<file path="src/rtl/arm_fetch.sv">
// ARM instruction fetch: owns fetch PC, single-outstanding word reads,
// prefetch FIFO towards the decoder, redirect flush and halt.
module arm_fetch #(
  parameter logic [31:0] RESET_PC = 32'h0000_0000,
  parameter int          DEPTH    = 2
) (
  input  logic        clk,
  input  logic        rst,
  output logic        mem_req,
  output logic [31:0] mem_addr,
  input  logic        mem_ack,
  input  logic [31:0] mem_rdata,
  output logic [31:0] inst,
  output logic [31:0] inst_pc,
  output logic        inst_valid,
  input  logic        inst_ready,
  input  logic        redirect,
  input  logic [31:0] redirect_pc,
  input  logic        halt
);

  localparam int AW = $clog2(DEPTH);
  localparam logic [AW:0] DEPTH_C = DEPTH[AW:0];

  typedef enum logic [1:0] {
    IDLE,
    BUSY,
    DROP
  } state_e;

  state_e      state_q, state_d;
  logic        mem_req_q, mem_req_d;
  logic [31:0] mem_addr_q, mem_addr_d;
  logic [31:0] fetch_pc_q, fetch_pc_d;
  logic [AW:0] count_q, count_d;
  logic [AW:0] cnt_nxt;
  logic [AW-1:0] rd_ptr_q, wr_ptr_q;
  logic [31:0] data_q [DEPTH];
  logic [31:0] pc_q [DEPTH];

  logic        ack, pop, push, issue_ok;
  logic [31:0] tgt;

  always_comb begin
    ack      = mem_req_q & mem_ack;
    pop      = (count_q != '0) & inst_ready;
    push     = ack & (state_q == BUSY) & ~redirect;
    tgt      = {redirect_pc[31:2], 2'b00};
    cnt_nxt  = count_q + (AW+1)'(push) - (AW+1)'(pop);
    issue_ok = ~halt & (cnt_nxt < DEPTH_C);

    state_d    = state_q;
    mem_addr_d = mem_addr_q;
    fetch_pc_d = fetch_pc_q;
    count_d    = cnt_nxt;

    if (redirect) begin
      count_d    = '0;
      fetch_pc_d = tgt;
      // A request still in flight must finish before the target goes out
      if (state_q != IDLE && !ack) begin
        state_d = DROP;
      end else if (!halt) begin
        state_d    = BUSY;
        mem_addr_d = tgt;
      end else begin
        state_d = IDLE;
      end
    end else begin
      if (push) fetch_pc_d = fetch_pc_q + 32'd4;
      unique case (state_q)
        IDLE: begin
          if (issue_ok) begin
            state_d    = BUSY;
            mem_addr_d = fetch_pc_q;
          end
        end
        BUSY, DROP: begin
          if (ack) begin
            if (issue_ok) begin
              state_d    = BUSY;
              mem_addr_d = fetch_pc_d;
            end else begin
              state_d = IDLE;
            end
          end
        end
        default: state_d = IDLE;
      endcase
    end

    mem_req_d = (state_d != IDLE);
  end

  always_ff @(posedge clk) begin
    if (rst) begin
      state_q    <= IDLE;
      mem_req_q  <= 1'b0;
      mem_addr_q <= RESET_PC;
      fetch_pc_q <= RESET_PC;
      count_q    <= '0;
    end else begin
      state_q    <= state_d;
      mem_req_q  <= mem_req_d;
      mem_addr_q <= mem_addr_d;
      fetch_pc_q <= fetch_pc_d;
      count_q    <= count_d;
    end
  end

  always_ff @(posedge clk) begin
    if (rst) begin
      rd_ptr_q <= '0;
      wr_ptr_q <= '0;
      for (int i = 0; i < DEPTH; i++) begin
        data_q[i] <= '0;
        pc_q[i]   <= '0;
      end
    end else if (redirect) begin
      rd_ptr_q <= '0;
      wr_ptr_q <= '0;
    end else begin
      if (push) begin
        data_q[wr_ptr_q] <= mem_rdata;
        pc_q[wr_ptr_q]   <= fetch_pc_q;
        wr_ptr_q         <= wr_ptr_q + 1'b1;
      end
      if (pop) rd_ptr_q <= rd_ptr_q + 1'b1;
    end
  end

  assign mem_req    = mem_req_q;
  assign mem_addr   = mem_addr_q;
  assign inst       = data_q[rd_ptr_q];
  assign inst_pc    = pc_q[rd_ptr_q];
  assign inst_valid = (count_q != '0);

endmodule

</file>
<file path="config.mk">
export PLATFORM = sky130hd
export DESIGN_NAME = arm_fetch
export DESIGN_NICKNAME = d
export VERILOG_FILES = /design/src/rtl/arm_fetch.sv
export SDC_FILE = /design/constraint.sdc
export NUM_CORES = 1
export LEC_CHECK = 0
export ABC_AREA = 0
export CAP_MARGIN = 40
export CORE_MARGIN = 2
export CORE_UTILIZATION = 57
export DETAILED_ROUTE_END_ITERATION = 16
export PLACE_DENSITY = 0.94
export SYNTH_ARGS = -nofsm -noshare
export SYNTH_HDL_FRONTEND = slang
export SYNTH_SLANG_ARGS = --single-unit
</file>
<file path="constraint.sdc">
create_clock -name clk -period 21.9 [get_ports clk]
set_input_delay 4.38 -clock clk [delete_from_list [all_inputs] [get_ports clk]]
set_output_delay 4.38 -clock clk [all_outputs]
set_load 0.03 [all_outputs]
</file>
-- Word level (Yosys, flattened, before mapping)
Memory sizes are Yosys's and may differ from the RTL's. A register that Yosys moved wholly into a read port is not among the register bits.
Index checks and enable logic that the tools add are counted.
- bits in registers: 71
- memory bits (writable): 128
- bits of input ports: 70
- output and inout port bits: 98
- word-level logic and storage cells: 74
- memories kept: 2
- memories (memory ; depth ; bits a word ; read ports ; clocked after memory_dff ; wr ports ; line ; text):
    data_q ; 2 ; 32 ; 1 ; 1 ; 2 ; 38 ; logic [31:0] data_q [DEPTH];
    pc_q ; 2 ; 32 ; 1 ; 1 ; 2 ; 39 ; logic [31:0] pc_q [DEPTH];
- add/subtract/negate cells: 5
- magnitude comparators: 1
- equal/unequal tests: 7
- mux-type cells: 32
- bitwise gates (word level): 7
- reduce and logical (&&, ||, !) cells: 12
- operators by type and width (kind ; count):
    $mux 32 ; 10
    $pmux 32 s2 ; 1
    $reduce_or 32->1 ; 2
    $add 32x3->32 const B ; 1
    $mux 1 ; 16
    $ne 3x3->1 const B ; 3
    $mux 2 ; 4
    $reduce_and 6->1 ; 1
    $reduce_bool 2->1 ; 3
    $and 1x1->1 ; 5
    $ne 2x2->1 const B ; 2
    $pmux 2 s2 ; 1
    $reduce_or 2->1 ; 2
    $reduce_bool 3->1 ; 1
    $add 1x1->1 const B ; 2
    $add 2x1->2 ; 1
    $eq 2x1->1 const B ; 1
    $eq 2x2->1 const B ; 1
    $logic_not 2->1 ; 1
    $lt 2x2->1 const B ; 1
    $not 1->1 ; 2
    $sub 2x1->2 ; 1
    $logic_and 1x1->1 ; 1
    $logic_not 1->1 ; 1

-- Longest topological paths before layout
- depth after elaboration: 12
- depth in mapped cells: 15
- mapped depth without buffers: 12

-- Worst setup path after synthesis
Ideal clock, no wire load.
- path kind: input to register
- start point: in redirect
- end point: mem data_q[0][0], enable pin
- setup time: 0.568 ns
- arrival time: 9.363 ns
- required time: 21.332 ns
- setup slack: 11.969 ns
- cell stages on the path: 5
- buffers on the path: 2
- cell sequence: buf_6 -> and4b_1 -> inv_2 -> buf_2 -> o21ai_0
- RTL lines (element ; line ; text):
    from (decl) ; 17 ; input logic redirect,
    to (decl) ; 38 ;

-- Worst setup path in the final report
- start point: in redirect
- end point: reg mem_addr_q[26] (netlist: mem_addr[26])
- word-level cells in the longest chain between the ends: 8
- elaborated cells on any way between the ends: 18
- classes of those cells: 2 x add/sub; 1 x order compare; 5 x eq/ne; 5 x mux; 3 x bitwise; 2 x reduce/logical
- RTL lines (element ; line ; text):
    $not 1->1 ; 47 ; push = ack & (state_q == BUSY) & ~redirect;
    $and 1x1->1 ; 47 ;
    $add 2x1->2 ; 49 ; cnt_nxt = count_q + (AW+1)'(push) - (AW+1)'(pop);
    $sub 2x1->2 ; 49 ;
    $lt 2x2->1 ; 50 ; issue_ok = ~halt & (cnt_nxt < DEPTH_C);
    $and 1x1->1 ; 50 ;
    $ne 3x3->1 (no line) ; n/a ;
    $reduce_and 6->1 (no line) ; n/a ;
    to (signal assigned) ; 105 ; mem_addr_q <= mem_addr_d;
    to (decl) ; 33 ; logic [31:0] mem_addr_q, mem_addr_d;
Several ways; a longest one is shown, not always the timed one. The select of a mux whose other input is x is not followed.
A chain may end at the register's enable or synchronous reset.

==> results.sh <==
export IMPL_rsz0062_at_grt="false"
export IMPL_die_h_um=132.5
export IMPL_grt_max_degree=74
export IMPL_startpoint="redirect"
export IMPL_fillers=1080
export IMPL_grt_overflow=0
export IMPL_fin_ws_ns=13.72
export IMPL_cts_max_level=4
export IMPL_insertion_delay_ns=0.43
export IMPL_p_leak_nw=4.338
export IMPL_cts_resized=0
export IMPL_drcViolationCount=0
export IMPL_antenna_found_initial=0
export IMPL_drive_gt1_share_pct=12.62
export IMPL_start_util_pct=58.79
export IMPL_globalplace_congestion=0.9079
export IMPL_ys_types=66
export IMPL_yosysTopAreaCell="edfxtp_1"
export IMPL_hold_viol=0
export IMPL_end_kind="flop"
export IMPL_switchingPower_mw=0.2030
export IMPL_crit_arrival_ns=8.52
export IMPL_worstMarginPinSlew_ns=0.8393
export IMPL_syn_area_mm2=0.009407
export IMPL_post_route_period_util_pct=37.36
export IMPL_synthTopCellsByCount="edfxtp_1, and2_1, dfxtp_1"
export IMPL_num_rows=46
export IMPL_maxCapViolations=0
export IMPL_cts_tree="done"
export IMPL_hold_class="flop to flop"
export IMPL_outcome="finished clean"
export IMPL_cellPowerDensity_mw_per_mm2=70.66
export IMPL_internal_power_mw=0.6219
export IMPL_synth_main_ff_cell="edfxtp_1"
export IMPL_worstReg2RegEnd="mem_addr[26]$_SDFFE_PP0P_"
export IMPL_slew_violations=0
export IMPL_grt_first_pass_wirelength_mm=34.15
export IMPL_synthArstFlopShare_pct=0
export IMPL_ctsLongestPathBuffers=2
export IMPL_setup_tns_ns=0
export IMPL_min_to="mem_addr[9]$_SDFFE_PP0P_"
export IMPL_rrSetupSlack_ns=17.75
export IMPL_vdd_drop_max_mv=0.05787
export IMPL_clock_fmax_ghz=0.1222
export IMPL_netlist_top_cells_area="edfxtp_1, dfxtp_1, and2_1"
export IMPL_switching_share_pct=24.61
export IMPL_cts_clk_slew_worst_paths_ns=0.07
export IMPL_min_from="mem_addr[9]$_SDFFE_PP0P_"
export IMPL_cts_buffers=17
export IMPL_synth_cells=834
export IMPL_cp_start_kind="primary input"
export IMPL_placeableCoreArea_mm2=0.01600
export IMPL_r2r_cells=13
export IMPL_grt_pass1_vias=6699
export IMPL_postCtsSetupBuffers=0
export IMPL_diodes=0
export IMPL_pin_count=168
export IMPL_dp_slack_ns=13.37
export IMPL_dr_pass1_iters=5
export IMPL_cts_hold_buf=0
export IMPL_via_count=6986
export IMPL_cts_sinks=192
export IMPL_ant_nets=0
export IMPL_drtIter0Drc=726
export IMPL_fp_dieW_um=132.5
export IMPL_critPathMaxFanout=73
export IMPL_slew_headroom_pct=44.05
export IMPL_post_drt_wl_per_cell_um=18.27
export IMPL_postSynthAreaPerCell_um2=11.28
export IMPL_combPwrFrac_pct=12.5
export IMPL_reg2reg_from="state_q[1]$_SDFF_PP0_"
export IMPL_synth_edf_count=124
export IMPL_synth_most_common_cell="edfxtp_1"
export IMPL_path_class="primary input to flop"
export IMPL_hold_depth=2
export IMPL_dieArea_mm2=0.01755
export IMPL_total_power_mw=0.8248
export IMPL_viasPerCell=5.905
export IMPL_syn_to_final_growth_pct=24.10
export IMPL_cts_root_buf="clkbuf_16"
export IMPL_wl_mm=21.61
export IMPL_io_buffer_count=161
export IMPL_synth_seq_cells=192
export IMPL_yosysTopAreaCellShare_pct=39.58
export IMPL_nets=1030
export IMPL_clkPwrFrac_pct=37.0
export IMPL_yosysWarnings=0
export IMPL_skew_ns=0.01129
export IMPL_hpwl_mm=13.88
export IMPL_finalCriticalPeriod_ns=8.181
export IMPL_grt_usage_pct=24.59
export IMPL_worstPathRequired_ns=22.23
export IMPL_power_share_sequential_pct=50.5
export IMPL_ys_seq_area_share_pct=54.06
export IMPL_setup_viol=0
per-stage QoR:
step / std cells / cell area, um2 / util (%) / hold WS, ns
global placement: 1150 / 11070 / 69.16 / 0.4414
global route: 1183 / 11670 / 72.96 / 0.4797
CTS: 1183 / 11670 / 72.96 / 0.4573
finish: 1183 / 11670 / 72.96 / 0.4550
detailed placement: 1151 / 11090 / 69.28 / 0.4479
floorplan: 837 / 9418 / - / 0.5040
final cells by class:
type,instances,area [um2],share of cell area [%]
clock buffers,20,457.9,3.923
clock inverters,12,130.1,1.115
inverters,13,48.80,0.4180
multi-input cells,559,3991,34.19
flip-flops and latches,192,5086,43.57
well taps,216,270.3,2.315
repair buffers,171,1689,14.47
cells in the final DEF (no fill, tap or decap), drive strengths merged, types with 11 or more instances in the layout:
cell type and n:
dfxtp 68, nor4 11, nand2b 14, nand4 19, clkbuf 20, and3 13
nor3 26, clkdlybuf4s50 159, nand3 26, edfxtp 124, mux2 65, and2 122
nand2 38, buf 12, xor2 11, inv 15, nor2 38, xnor2 25
a21oi 24
power by group through the flow:
stage	Sequential, mW	Combinational, mW	Clock (mW)
3_5_place_dp	0.423	0.102	0
6_report	0.416	0.103	0.305
5_1_grt	0.418	0.110	0.322
3_3_place_gp	0.422	0.100	0
2_1_floorplan	0.427	0.0552	0
4_1_cts	0.416	0.103	0.309
kinds of logic (layout without fill, tap and decap cells):
group / after synthesis / in the layout / synth area share, %
compound gates: 105 / 105 / 8.527
flops: 192 / 192 / 54.06
xor+xnor: 37 / 37 / 3.591
other cells: 1 / 4 / 0.03987
fa+ha+maj: 6 / 6 / 0.7981
simple gates: 335 / 335 / 20.55
buf+inv: 86 / 216 / 3.911
mux: 72 / 72 / 8.526
routing by layer:
layer	share of wire, %	up-vias	global-route usage, %
li1	-	3254	-
met5	0	-	0
met3	7.8	47	5.249
met1	42	3341	32.54
met2	48	344	40.39
met4	1.9	0	8.423
how the worst max path moves through the flow:
stage / to / slack [ns] / cells after the start
2_1_floorplan: data_q[0][0]$_SDFFCE_PN0P_ / 11.97 / 5
3_3_place_gp: mem_addr[16]$_SDFFE_PP0P_ / 13.47 / 13
3_5_place_dp: mem_addr[24]$_SDFFE_PP0P_ / 13.37 / 13
4_1_cts: mem_addr[24]$_SDFFE_PP0P_ / 13.80 / 13
5_1_grt: mem_addr[24]$_SDFFE_PP0P_ / 13.42 / 13
6_report: mem_addr[26]$_SDFFE_PP0P_ / 13.72 / 13
registers in the layout, indices dropped and copies added, names as in the netlist, named ones only:
| register | cells |
|---|---|
| fetch_pc_q | 30 |
| wr_ptr_q | 1 |
| data_q | 64 |
| state_q | 2 |
| mem_req | 1 |
| pc_q | 60 |
| mem_addr | 30 |
| rd_ptr_q | 1 |
| count_q | 2 |
critical path, stage by stage:
cell and delay [ns]:
buf_2 0.09, buf_4 0.33, and4b_1 0.90, inv_2 0.32, ha_1 0.37, inv_1 0.07
ha_1 0.16, xnor3_1 0.27, o2111ai_1 0.27, and2_1 0.56, buf_4 0.38, nand2_1 0.10
a221oi_1 0.27
Note: power is estimated with default switching activity, not from simulation.
